### config.mk
export PLATFORM = sky130hd
export DESIGN_NAME = pipe_hazard_ctrl
export DESIGN_NICKNAME = d
export VERILOG_FILES = /design/src/rtl/pipe_hazard_ctrl.sv
export SDC_FILE = /design/constraint.sdc
export NUM_CORES = 1
export LEC_CHECK = 0
export BUFFER_PORTS_ARGS = -buffer_cell sky130_fd_sc_hd__buf_4
export CORE_MARGIN = 2
export CORE_UTILIZATION = 45
export DETAILED_ROUTE_END_ITERATION = 7
export PLACE_DENSITY = 0.78
export SLEW_MARGIN = 20
export SYNTH_ARGS = -nofsm -noshare
export SYNTH_HDL_FRONTEND = slang
export SYNTH_SLANG_ARGS = --single-unit
### constraint.sdc
create_clock -name clk -period 2.2 [get_ports clk]
set_input_delay 0.22 -clock clk [delete_from_list [all_inputs] [get_ports clk]]
set_output_delay 0.22 -clock clk [all_outputs]
set_load 0.005 [all_outputs]
### src/rtl/pipe_hazard_ctrl.sv
`default_nettype none
// ============================================================================
//  Module      : pipe_hazard_ctrl
//  Description : Hazard and sequencing controller for a 5-stage pipeline.
//                Produces per-stage load enables and bubble flushes,
//                EX-operand forwarding selects, load-use stalls,
//                EX-resolved redirect flushes and a data-memory wait freeze
//                with a timeout that parks the pipeline in a sticky error
//                state.
//                Optional feature macro: PIPE_PERF_CNT_EN adds the
//                stall_cycles_o / flush_events_o performance counters.
//  Revision    : 1.0  initial release
// ============================================================================
module pipe_hazard_ctrl #(
   parameter int MEM_TIMEOUT = 16,   // freeze cycles tolerated before ERR (>=2)
   parameter int CNT_W       = 8     // wait counter width, 2**CNT_W > MEM_TIMEOUT
) (
   input  logic        clk,
   input  logic        rst_n,
   // ID stage sources
   input  logic [4:0]  id_rs1_i,
   input  logic [4:0]  id_rs2_i,
   input  logic        id_rs1_used_i,
   input  logic        id_rs2_used_i,
   // EX stage
   input  logic [4:0]  ex_rs1_i,
   input  logic [4:0]  ex_rs2_i,
   input  logic [4:0]  ex_rd_i,
   input  logic        ex_regwrite_i,
   input  logic        ex_memread_i,
   // MEM / WB destinations
   input  logic [4:0]  mem_rd_i,
   input  logic        mem_regwrite_i,
   input  logic [4:0]  wb_rd_i,
   input  logic        wb_regwrite_i,
   // Control-flow and data-memory handshake
   input  logic        ex_redirect_i,
   input  logic        dmem_req_i,
   input  logic        dmem_ready_i,
   // Stage load enables
   output logic        pc_en_o,
   output logic        if_id_en_o,
   output logic        id_ex_en_o,
   output logic        ex_mem_en_o,
   output logic        mem_wb_en_o,
   // Stage bubble inserts (a flush overrides the matching enable)
   output logic        if_id_flush_o,
   output logic        id_ex_flush_o,
   output logic        mem_wb_flush_o,
   // Forwarding selects: 00 RF, 01 EX/MEM result, 10 MEM/WB data
   output logic [1:0]  fwd_a_sel_o,
   output logic [1:0]  fwd_b_sel_o,
   // Status
   output logic        mem_err_o,
   output logic [1:0]  state_o
`ifdef PIPE_PERF_CNT_EN
   ,
   output logic [31:0] stall_cycles_o,
   output logic [31:0] flush_events_o
`endif
);

   typedef enum logic [1:0] {
      ST_RUN  = 2'b00,
      ST_WAIT = 2'b01,
      ST_ERR  = 2'b10
   } state_e;

   localparam logic [CNT_W-1:0] TIMEOUT_CNT = CNT_W'(MEM_TIMEOUT);
   localparam logic [CNT_W-1:0] CNT_ONE     = CNT_W'(1);
   localparam logic [CNT_W-1:0] CNT_MAX     = {CNT_W{1'b1}};

   state_e           state_q;
   logic [CNT_W-1:0] wait_cnt_q;
   logic             mem_err_q;

   logic             w_lduse;
   logic             w_mwait;
   logic             w_frozen;

   // Load in EX whose destination (never x0) is read by the instruction in ID.
   assign w_lduse = ex_memread_i & ex_regwrite_i & (ex_rd_i != 5'd0) &
                    ((id_rs1_used_i & (id_rs1_i == ex_rd_i)) |
                     (id_rs2_used_i & (id_rs2_i == ex_rd_i)));

   // Data memory has an access outstanding that does not complete this cycle.
   assign w_mwait  = dmem_req_i & ~dmem_ready_i;
   assign w_frozen = (state_q == ST_ERR);

   // Youngest producer wins: EX/MEM result ahead of MEM/WB data; x0 never forwards.
   function automatic logic [1:0] fwd_sel(input logic [4:0] rs,
                                          input logic [4:0] m_rd,
                                          input logic       m_we,
                                          input logic [4:0] w_rd,
                                          input logic       w_we);
      logic [1:0] sel;
      sel = 2'b00;
      if (m_we && (m_rd != 5'd0) && (m_rd == rs)) begin
         sel = 2'b01;
      end else if (w_we && (w_rd != 5'd0) && (w_rd == rs)) begin
         sel = 2'b10;
      end
      return sel;
   endfunction

   // Stage enable/flush priority: reset, error freeze, memory wait, redirect, load-use.
   always_comb begin
      pc_en_o        = 1'b1;
      if_id_en_o     = 1'b1;
      id_ex_en_o     = 1'b1;
      ex_mem_en_o    = 1'b1;
      mem_wb_en_o    = 1'b1;
      if_id_flush_o  = 1'b0;
      id_ex_flush_o  = 1'b0;
      mem_wb_flush_o = 1'b0;
      if (!rst_n) begin
         pc_en_o        = 1'b0;
         if_id_en_o     = 1'b0;
         id_ex_en_o     = 1'b0;
         ex_mem_en_o    = 1'b0;
         mem_wb_en_o    = 1'b0;
         if_id_flush_o  = 1'b1;
         id_ex_flush_o  = 1'b1;
         mem_wb_flush_o = 1'b1;
      end else if (w_frozen) begin
         pc_en_o        = 1'b0;
         if_id_en_o     = 1'b0;
         id_ex_en_o     = 1'b0;
         ex_mem_en_o    = 1'b0;
         mem_wb_en_o    = 1'b0;
      end else if (w_mwait) begin
         // Hold everything (a pending redirect in EX survives) and bubble WB.
         pc_en_o        = 1'b0;
         if_id_en_o     = 1'b0;
         id_ex_en_o     = 1'b0;
         ex_mem_en_o    = 1'b0;
         mem_wb_en_o    = 1'b0;
         mem_wb_flush_o = 1'b1;
      end else if (ex_redirect_i) begin
         // Wrong-path instructions in IF and ID are killed; a load-use there is moot.
         if_id_flush_o  = 1'b1;
         id_ex_flush_o  = 1'b1;
      end else if (w_lduse) begin
         // Hold PC and IF/ID for one cycle and drop a bubble into EX.
         pc_en_o        = 1'b0;
         if_id_en_o     = 1'b0;
         id_ex_flush_o  = 1'b1;
      end
   end

   // Forwarding selects for both EX operands, neutral while in reset.
   always_comb begin
      fwd_a_sel_o = 2'b00;
      fwd_b_sel_o = 2'b00;
      if (rst_n) begin
         fwd_a_sel_o = fwd_sel(ex_rs1_i, mem_rd_i, mem_regwrite_i, wb_rd_i, wb_regwrite_i);
         fwd_b_sel_o = fwd_sel(ex_rs2_i, mem_rd_i, mem_regwrite_i, wb_rd_i, wb_regwrite_i);
      end
   end

   // Memory-wait FSM with saturating wait counter and sticky error flag.
   always_ff @(posedge clk or negedge rst_n) begin
      if (!rst_n) begin
         state_q    <= ST_RUN;
         wait_cnt_q <= '0;
         mem_err_q  <= 1'b0;
      end else begin
         case (state_q)
            ST_RUN: begin
               if (w_mwait) begin
                  state_q    <= ST_WAIT;
                  wait_cnt_q <= CNT_ONE;
               end
            end
            ST_WAIT: begin
               if (dmem_ready_i) begin
                  state_q    <= ST_RUN;
                  wait_cnt_q <= '0;
               end else if (wait_cnt_q == TIMEOUT_CNT) begin
                  state_q    <= ST_ERR;
                  mem_err_q  <= 1'b1;
               end else if (wait_cnt_q != CNT_MAX) begin
                  wait_cnt_q <= wait_cnt_q + CNT_ONE;
               end
            end
            ST_ERR: begin
               mem_err_q <= 1'b1;
            end
            default: begin
               state_q    <= ST_RUN;
               wait_cnt_q <= '0;
            end
         endcase
      end
   end

   assign mem_err_o = mem_err_q;
   assign state_o   = state_q;

`ifdef PIPE_PERF_CNT_EN
   logic [31:0] stall_cycles_q;
   logic [31:0] stall_cycles_d;
   logic [31:0] flush_events_q;
   logic [31:0] flush_events_d;
   logic        w_stall_evt;
   logic        w_flush_evt;

   // A stall is charged to whichever of memory wait or load-use is the winning cause.
   assign w_stall_evt = ~w_frozen & (w_mwait | (w_lduse & ~ex_redirect_i));
   assign w_flush_evt = ~w_frozen & ~w_mwait & ex_redirect_i;

   assign stall_cycles_d = stall_cycles_q + {31'd0, w_stall_evt};
   assign flush_events_d = flush_events_q + {31'd0, w_flush_evt};

   // Free-running, wrapping event counters.
   always_ff @(posedge clk or negedge rst_n) begin
      if (!rst_n) begin
         stall_cycles_q <= '0;
         flush_events_q <= '0;
      end else begin
         stall_cycles_q <= stall_cycles_d;
         flush_events_q <= flush_events_d;
      end
   end

   assign stall_cycles_o = stall_cycles_q;
   assign flush_events_o = flush_events_q;
`else
`endif

endmodule
`default_nettype wire
==> results_dict.tcl, run 1 <==
set metrics [dict create \
    outcome "completed" \
    cts_tree "yes" \
    grt_pass1_wl_um 4823 \
    fin_nets 246 \
    cp.required_ps 1980 \
    p_sw_frac 0.3068 \
    path_depth 6 \
    hold_ws_ps 132.7 \
    crit_chain "dlygate4sd3_1, buf_4, o211ai_1, or4_1, nor4_1, buf_4" \
    period_needed_ps 2080 \
    worstPathArrival_ps 1860 \
    core_mm2 0.002432 \
    synth-seq-area-share 0.2420 \
    dp_hpwl_um 2693 \
    critPathTopFamily "buffers and inverters" \
    via_per_inst 5.665 \
    ios 61 \
    synthArstFlopShare 1.000 \
    synthesis.nets 185 \
    synth.area.top_cells "dfrtp_1, xor2_1, xnor2_1, nor4_1, or4_1" \
    cts.sinks 11 \
    rr_endpoint "wait_cnt_q[2]" \
    p_clk_frac 0.237 \
    numCtsBuffers 3 \
    finalSetupViolations 0 \
    ys_ff_latch 11 \
    place.gp.congestion 0.8418 \
    drive_above_1_share 0.3401 \
    diodes 0 \
    power_frac_comb 0.377 \
    grtUsageTotal 0.2263 \
    postRouteAntennaNets 0 \
    worstSetupStartpoint "rst_n" \
    grt_pass1_vias 1125 \
    syn_inst 137 \
    finalHoldViolations 0 \
    drv_slew 0 \
    path_max_fanout 2 \
    ir_drop_mv 0.3957 \
    die_height_um 54.28 \
    clockRootBuffer "clkbuf_4" \
    wl_per_cell_um 14.67 \
    cpMaxStageDelayCell "or4_1" \
    synth_top_area_frac 0.2420 \
    avgSynthCellArea_um2 8.302 \
    rsz0062_at_grt "no" \
    cp_num_buf_inv 3 \
    crit_top_cell "buf_4" \
    first_pass_iters 4 \
    die_w_um 54.28 \
    leakagePower_nw 0.7441 \
    ctsResizeCount 0 \
    finalSetupTns_ps 0 \
    antenna_found_initial 0 \
    drt-total-wl_um 3329 \
    cpPeakStageDelay_ps 560 \
    min_period_over_period 0.9455 \
    synth_most_common_cell "xor2_1" \
    synthesis.area_mm2 0.001137 \
    clockBufferDepth 2 \
    cap_viol_max_count 0 \
    drtIter0Drc 32 \
    p_seq_frac 0.385 \
    holdBufCountCts 1 \
    finClkSkew_ps 1.120 \
    setup.worst_path.end "fwd_b_sel_o[1]" \
    route.vias.total 1286 \
    die_area_mm2 0.002946 \
    ys_warn_count 0 \
    drc 0 \
    ys.flop_type "dfrtp_1" \
    yosys.cell_types.count 39 \
    start_kind "input pin" \
    p_per_area_mw_per_mm2 357.7 \
    intPower_mw 0.4043 \
    area.growth.synth_to_final_pct 43.34 \
    crit_type "in2out" \
    h-tree-depth 1 \
    r2r_start "wait_cnt_q[1]" \
    hp-class "in2reg" \
    clock_latency_ps 270 \
    grt_max_degree 18 \
    synth_top_cell_by_area "dfrtp_1" \
    critPathCaptureType "output port" \
    regToRegSetupSlack_ps 510 \
    io_buffer_count 60 \
    start_util 0.4676 \
    timing.slew.headroom 0.7380 \
    max_slew.worst_pin.slew_ps 389.4 \
    reg2reg_depth 5 \
    synth_edf_count 0 \
    cts_setup_buffers 0 \
    fmax_ghz 0.4807 \
    path_clk_slew_ps 70 \
    p_sw_mw 0.1789 \
    gr-total-overflow 0 \
    netlist_top_cells_count "xor2_1, dfrtp_1, nand2_1, xnor2_1" \
    core.rowCount 18 \
]
[power by group through the flow]
stage / combinational, mW / clock, mW / sequential [mW]
2_1_floorplan: 0.102 / 0 / 0.223
3_5_place_dp: 0.217 / 0 / 0.228
5_1_grt: 0.243 / 0.156 / 0.226
3_3_place_gp: 0.210 / 0 / 0.227
6_report: 0.220 / 0.138 / 0.225
4_1_cts: 0.220 / 0.142 / 0.224
[state kept, by name, summed over array words and instances, names as in the netlist]
register    cells
wait_cnt_q      8
state_o         2
mem_err_o       1
[logic make-up (layout without fill, tap and decap cells)]
logic type      count (synthesis)  count (layout)  synth area share
compound gates                 28              28            0.1749
xor+xnor                       30              30            0.2310
fa+ha+maj                       2               2           0.02200
buf+inv                         9              69           0.04400
flops                          11              11            0.2420
simple gates                   57              57            0.2860
[cell type report]
cell class                      instances  area [µm²]
Multi-Input combinational cell        117       812.0
Fill cell                             207       802.0
Timing Repair Buffer                   62       467.9
Sequential cell                        11       275.3
Tap cell                               30       37.54
Clock buffer                            4       26.28
Inverter                                3       11.26
[cells in the final DEF, fill, tap and decap left out, drive strengths merged, types with 2 or more instances in the layout]
master	count
o21ai	6
nor2	7
xor2	22
inv	3
buf	61
o311ai	2
nor3	2
nand2	8
and2	6
a31oi	3
dfrtp	11
a41oi	2
nor2b	2
and2b	2
or4	5
a21o	2
o211ai	3
a21oi	2
clkbuf	4
or2	2
nand3	7
nor4	6
ha	2
nand2b	2
xnor2	8
nand4	5
[worst min path at each step]
stage | to | depth (start not counted) | slack [ps] | start
5_1_grt | state_o[0] | 2 | 120 | dmem_ready_i
3_5_place_dp | wait_cnt_q[1] | 2 | 210 | rst_n
4_1_cts | state_o[0] | 2 | 130 | dmem_ready_i
3_3_place_gp | state_o[0] | 2 | 210 | rst_n
6_report | state_o[0] | 2 | 130 | dmem_ready_i
2_1_floorplan | mem_err_o | 0 | -80 | rst_n
[stage by stage]
stage                     setup slack (ps)  total power, mW  std cells  cell area [µm²]    util
final                                119.9           0.5832        227             1630  0.6703
after global routing                 6.873           0.6242        227             1630  0.6703
after CTS                            128.3           0.5856        227             1630  0.6703
after detailed placement             325.6           0.4448        222             1594  0.6554
after global placement               399.4           0.4375        222             1594  0.6554
after floorplan                      631.2           0.3252        137             1137       -
[per-layer routing]
metal,part of all wire,track usage
met5,0,0
met4,0.0021,0.06667
met3,0.11,0.04372
met2,0.49,0.4217
met1,0.39,0.2581
Power figures use the tool's default switching activity.
==> run 2, diff against run 1 <==
==> constraint.sdc (replaced) <==
create_clock -name clk -period 2.2 [get_ports clk]
set_input_delay 0.33 -clock clk [delete_from_list [all_inputs] [get_ports clk]]
set_output_delay 0.33 -clock clk [all_outputs]
set_load 0.005 [all_outputs]
==> results_dict.tcl, run 2 (synthesis gave the netlist of run 1 again) <==
set metrics [dict create \
    cpMaxStageDelayCell "or4_1" \
    finalPower_mw 0.5814 \
    first_pass_iters 4 \
    numCtsBuffers 3 \
    period_needed_ps 2049 \
    diodes 0 \
    clock_latency_ps 270 \
    antenna_found_initial 0 \
    start_kind "input pin" \
    largest_reg_flops 8 \
    area.growth.synth_to_final_pct 42.46 \
    cap_viol_max_count 0 \
    fin_nets 245 \
    clockRootBuffer "clkbuf_4" \
    r2r_start "wait_cnt_q[0]" \
    met2_usage 0.3815 \
    max_slew.worst_pin.slew_ps 357.1 \
    finalSetupTns_ps 0 \
    drc 0 \
    core_mm2 0.002432 \
    route.vias.total 1278 \
    die_w_um 54.28 \
    cts_tree "yes" \
    leakagePower_nw 0.7399 \
    grt_pass1_wl_um 4636 \
    cts_setup_buffers 0 \
    finalHoldViolations 0 \
    regToRegSetupSlack_ps 410 \
    ir_drop_mv 0.3180 \
    crit_chain "buf_4, or4_1, o21ai_1, nor4_1, nor4_1, buf_4" \
    drtIter0Drc 35 \
    hold_ws_ps 17.64 \
    place.gp.congestion 0.8613 \
    drv_slew 0 \
    worstSetupStartpoint "mem_rd_i[1]" \
    start_util 0.4676 \
    layout_commonest_cell "buf_4" \
    cpPeakStageDelay_ps 520 \
    postRouteAntennaNets 0 \
    min_period_over_period 0.9311 \
    fmax_ghz 0.4882 \
    p_per_area_mw_per_mm2 358.8 \
    gr-total-overflow 0 \
    outcome "completed" \
    dp_hpwl_um 2593 \
    holdBufCountCts 0 \
    grt_max_degree 18 \
    io_buffer_count 60 \
    finClkSkew_ps 4.740 \
    wl_per_cell_um 13.85 \
    finalSetupViolations 0 \
    core.rowCount 18 \
    via_per_inst 5.655 \
    critPathTopFamily "simple AND/OR/NAND/NOR gates" \
    drt-total-wl_um 3131 \
    die_area_mm2 0.002946 \
    clockBufferDepth 2 \
    cp.required_ps 1870 \
    worstPathArrival_ps 1720 \
    grtUsageMet1 0.2504 \
    top_register "wait_cnt_q" \
    grt_pass1_vias 1146 \
    cp_num_buf_inv 2 \
    grt_busiest_layer "met2" \
    cts.sinks 11 \
    crit_type "in2out" \
    critPathCaptureType "output port" \
    ios 61 \
    timing.slew.headroom 0.7558 \
    die_height_um 54.28 \
    layout_common_cells "buf_4, xor2_1, dfrtp_1, xnor2_1, nand2_1" \
    path_max_fanout 3 \
    rsz0062_at_grt "no" \
    path_clk_slew_ps 70 \
    hp-class "in2async" \
    use_met3 0.05738 \
    drive_above_1_share 0.3418 \
    grtUsageTotal 0.2139 \
    h-tree-depth 1 \
]
[run 2: cell count changes in the layout (fill, tap and decap cells not counted)]
cell | before | now
o21ai_0 | 6 | 5
o21ai_1 | 0 | 1
dlygate4sd3_1 | 1 | 0
[run 2: worst paths after layout]
| kind | cells past startpoint | endpoint |
|---|---|---|
| max | 6 | fwd_a_sel_o[1] |
| min | 2 | wait_cnt_q[0] |
| max reg2reg | 6 | wait_cnt_q[1] |
| min reg2reg | 1 | mem_err_o |
| max in group asynchronous | 2 | wait_cnt_q[4] |
| min in group clk | 2 | state_o[0] |
[run 2: final cells by class]
| class | instances | area (µm²) |
|---|---|---|
| clock buffers | 4 | 26.28 |
| repair buffers | 61 | 457.9 |
| multi-input cells | 117 | 812.0 |
| well taps | 30 | 37.54 |
| flip-flops and latches | 11 | 275.3 |
| fillers | 207 | 812.0 |
| inverters | 3 | 11.26 |
[run 2: power breakdown]
part | leakage (nW) | internal (mW) | switching, mW | total, mW
clock network | 0.0150 | 0.0703 | 0.0685 | 0.139
logic | 0.576 | 0.123 | 0.0947 | 0.218
registers | 0.149 | 0.210 | 0.0143 | 0.225
total | 0.740 | 0.404 | 0.178 | 0.581
[run 2: timing repair]
item,4_1_cts,5_1_grt
setup endpoints to repair,0,2
hold endpoints to repair,0,0
gates resized for setup,0,1
[run 2: stage by stage]
stage	cell area (µm²)	utilization	cells	setup slack, ps
3_5_place_dp	1594	0.6554	222	77.97
4_1_cts	1620	0.6662	226	77.26
3_3_place_gp	1594	0.6554	222	183.6
2_1_floorplan	1137	-	137	435.9
6_report	1620	0.6662	226	151.5
5_1_grt	1620	0.6662	226	27.30
[run 2: per-layer routing]
layer	routed length, µm	share of wire	vias to the layer above
met5	0	0	-
met4	18	0.0057	0
met2	1505	0.48	63
li1	-	-	621
met3	365	0.12	2
met1	1241	0.40	592
==> run 3, diff against run 2 <==
CORE_MARGIN = 1.5   (was 2)
==> results_dict.tcl, run 3 (synthesis gave the netlist of run 1 again) <==
set metrics [dict create \
    finClkSkew_ps 4.478 \
    fillers 192 \
    die_area_mm2 0.002838 \
    drtIter0Drc 51 \
    path_clk_slew_ps 80 \
    crit_type "in2out" \
    hp-class "in2async" \
    crit_chain "buf_4, or4_1, o21ai_1, nor4_1, nor4_1, buf_4" \
    fin_nets 245 \
    max_slew.worst_pin.slew_ps 400.8 \
    path_max_fanout 3 \
    first_pass_iters 4 \
    cts_tree "yes" \
    route.vias.total 1294 \
    antenna_found_initial 0 \
    worstPathArrival_ps 1740 \
    drt-total-wl_um 3394 \
    cts.sinks 11 \
    place.gp.congestion 0.8645 \
    finalPower_mw 0.5998 \
    cap_viol_max_count 0 \
    rsz0062_at_grt "no" \
    start_util 0.4676 \
    period_needed_ps 2072 \
    die_height_um 53.28 \
    h-tree-depth 1 \
    grt_pass1_vias 1218 \
    drv_slew 0 \
    timing.slew.headroom 0.7323 \
    clockBufferDepth 2 \
    clockRootBuffer "clkbuf_4" \
    grtUsageTotal 0.2584 \
    ir_drop_mv 0.4049 \
    fmax_ghz 0.4827 \
    grt_max_degree 18 \
    numCtsBuffers 3 \
    largest_reg_flops 8 \
    layout_commonest_cell "buf_4" \
    postRouteAntennaNets 0 \
    area.growth.synth_to_final_pct 42.57 \
    finalHoldViolations 0 \
    core.rowCount 18 \
    finalSetupTns_ps 0 \
    drc 0 \
    top_register "wait_cnt_q" \
    die_w_um 53.28 \
    drive_above_1_share 0.3469 \
    multiInputGateArea_um2 812.0 \
    diodes 0 \
    via_per_inst 5.726 \
    ios 61 \
    cpPeakStageDelay_ps 530 \
    grt_pass1_wl_um 5292 \
    finalSetupViolations 0 \
    p_per_area_mw_per_mm2 369.9 \
    cts_setup_buffers 0 \
    start_kind "input pin" \
    register_area_um2 276.5 \
    io_buffer_count 60 \
    clock_latency_ps 290 \
    dp_hpwl_um 2732 \
    cp.required_ps 1870 \
    cpMaxStageDelayCell "or4_1" \
    gr-total-overflow 0 \
    core_mm2 0.002432 \
    critPathCaptureType "output port" \
    outcome "completed" \
    leakagePower_nw 0.7387 \
    layout_common_cells "buf_4, xor2_1, dfrtp_1, xnor2_1, nand2_1" \
    wl_per_cell_um 15.02 \
    min_period_over_period 0.9417 \
]
==> run 3: worst max-delay path, delay by kind of cell <==
kind	cells	cell delay (ps)
AOI/OAI and AO/OA	1	190
buffers and inverters	2	290
and+or+nand+nor	3	940
==> run 3: final timing paths <==
| check | cells past startpoint | endpoint | start | slack (ps) |
|---|---|---|---|---|
| max in group asynchronous | 2 | state_o[0] | rst_n | 2010 |
| hold / removal | 2 | state_o[0] | rst_n | 1 |
| setup reg to reg | 6 | wait_cnt_q[1] | wait_cnt_q[0] | 430 |
| hold reg to reg | 1 | mem_err_o | mem_err_o | 490 |
| setup / recovery | 6 | fwd_b_sel_o[1] | mem_rd_i[1] | 130 |
| min in group clk | 2 | state_o[0] | dmem_ready_i | 210 |
==> run 3: power breakdown <==
part	switching, mW	internal [mW]
Sequential	0.0146	0.211
Clock	0.0834	0.0706
Combinational	0.0975	0.123
Total	0.195	0.404
==> run 3: stage by stage <==
step,area (µm²),setup WS [ps],cells,hold WS (ps),util
finish,1622,128.3,226,1.345,0.6667
global route,1622,11.09,226,5.054,0.6667
CTS,1620,71.35,226,2.233,0.6662
detailed placement,1594,71.02,222,317.1,0.6554
global placement,1594,184.5,222,313.0,0.6554
floorplan,1137,435.9,137,34.41,-
==> run 3: final cells by class <==
class,count,share of cell area
timing repair buffer,61,0.2824
multi-input combinational,117,0.5008
sequential,11,0.1705
tap,30,0.02315
clock buffer,4,0.01620
inverter,3,0.006944
==> run 3: repair_timing <==
item | in CTS | in global routing
hold buffers | 0 | 0
resized for setup | 0 | 2
setup endpoints to repair | 0 | 4
==> run 3: metal layers <==
layer | share of wire | GRT usage | routed length, µm | vias up
met3 | 0.087 | 0.06780 | 294 | 11
met4 | 0.024 | 0.07265 | 83 | 0
met2 | 0.49 | 0.4691 | 1665 | 64
li1 | - | - | - | 623
met5 | 0 | 0 | 0 | -
met1 | 0.40 | 0.2925 | 1350 | 596
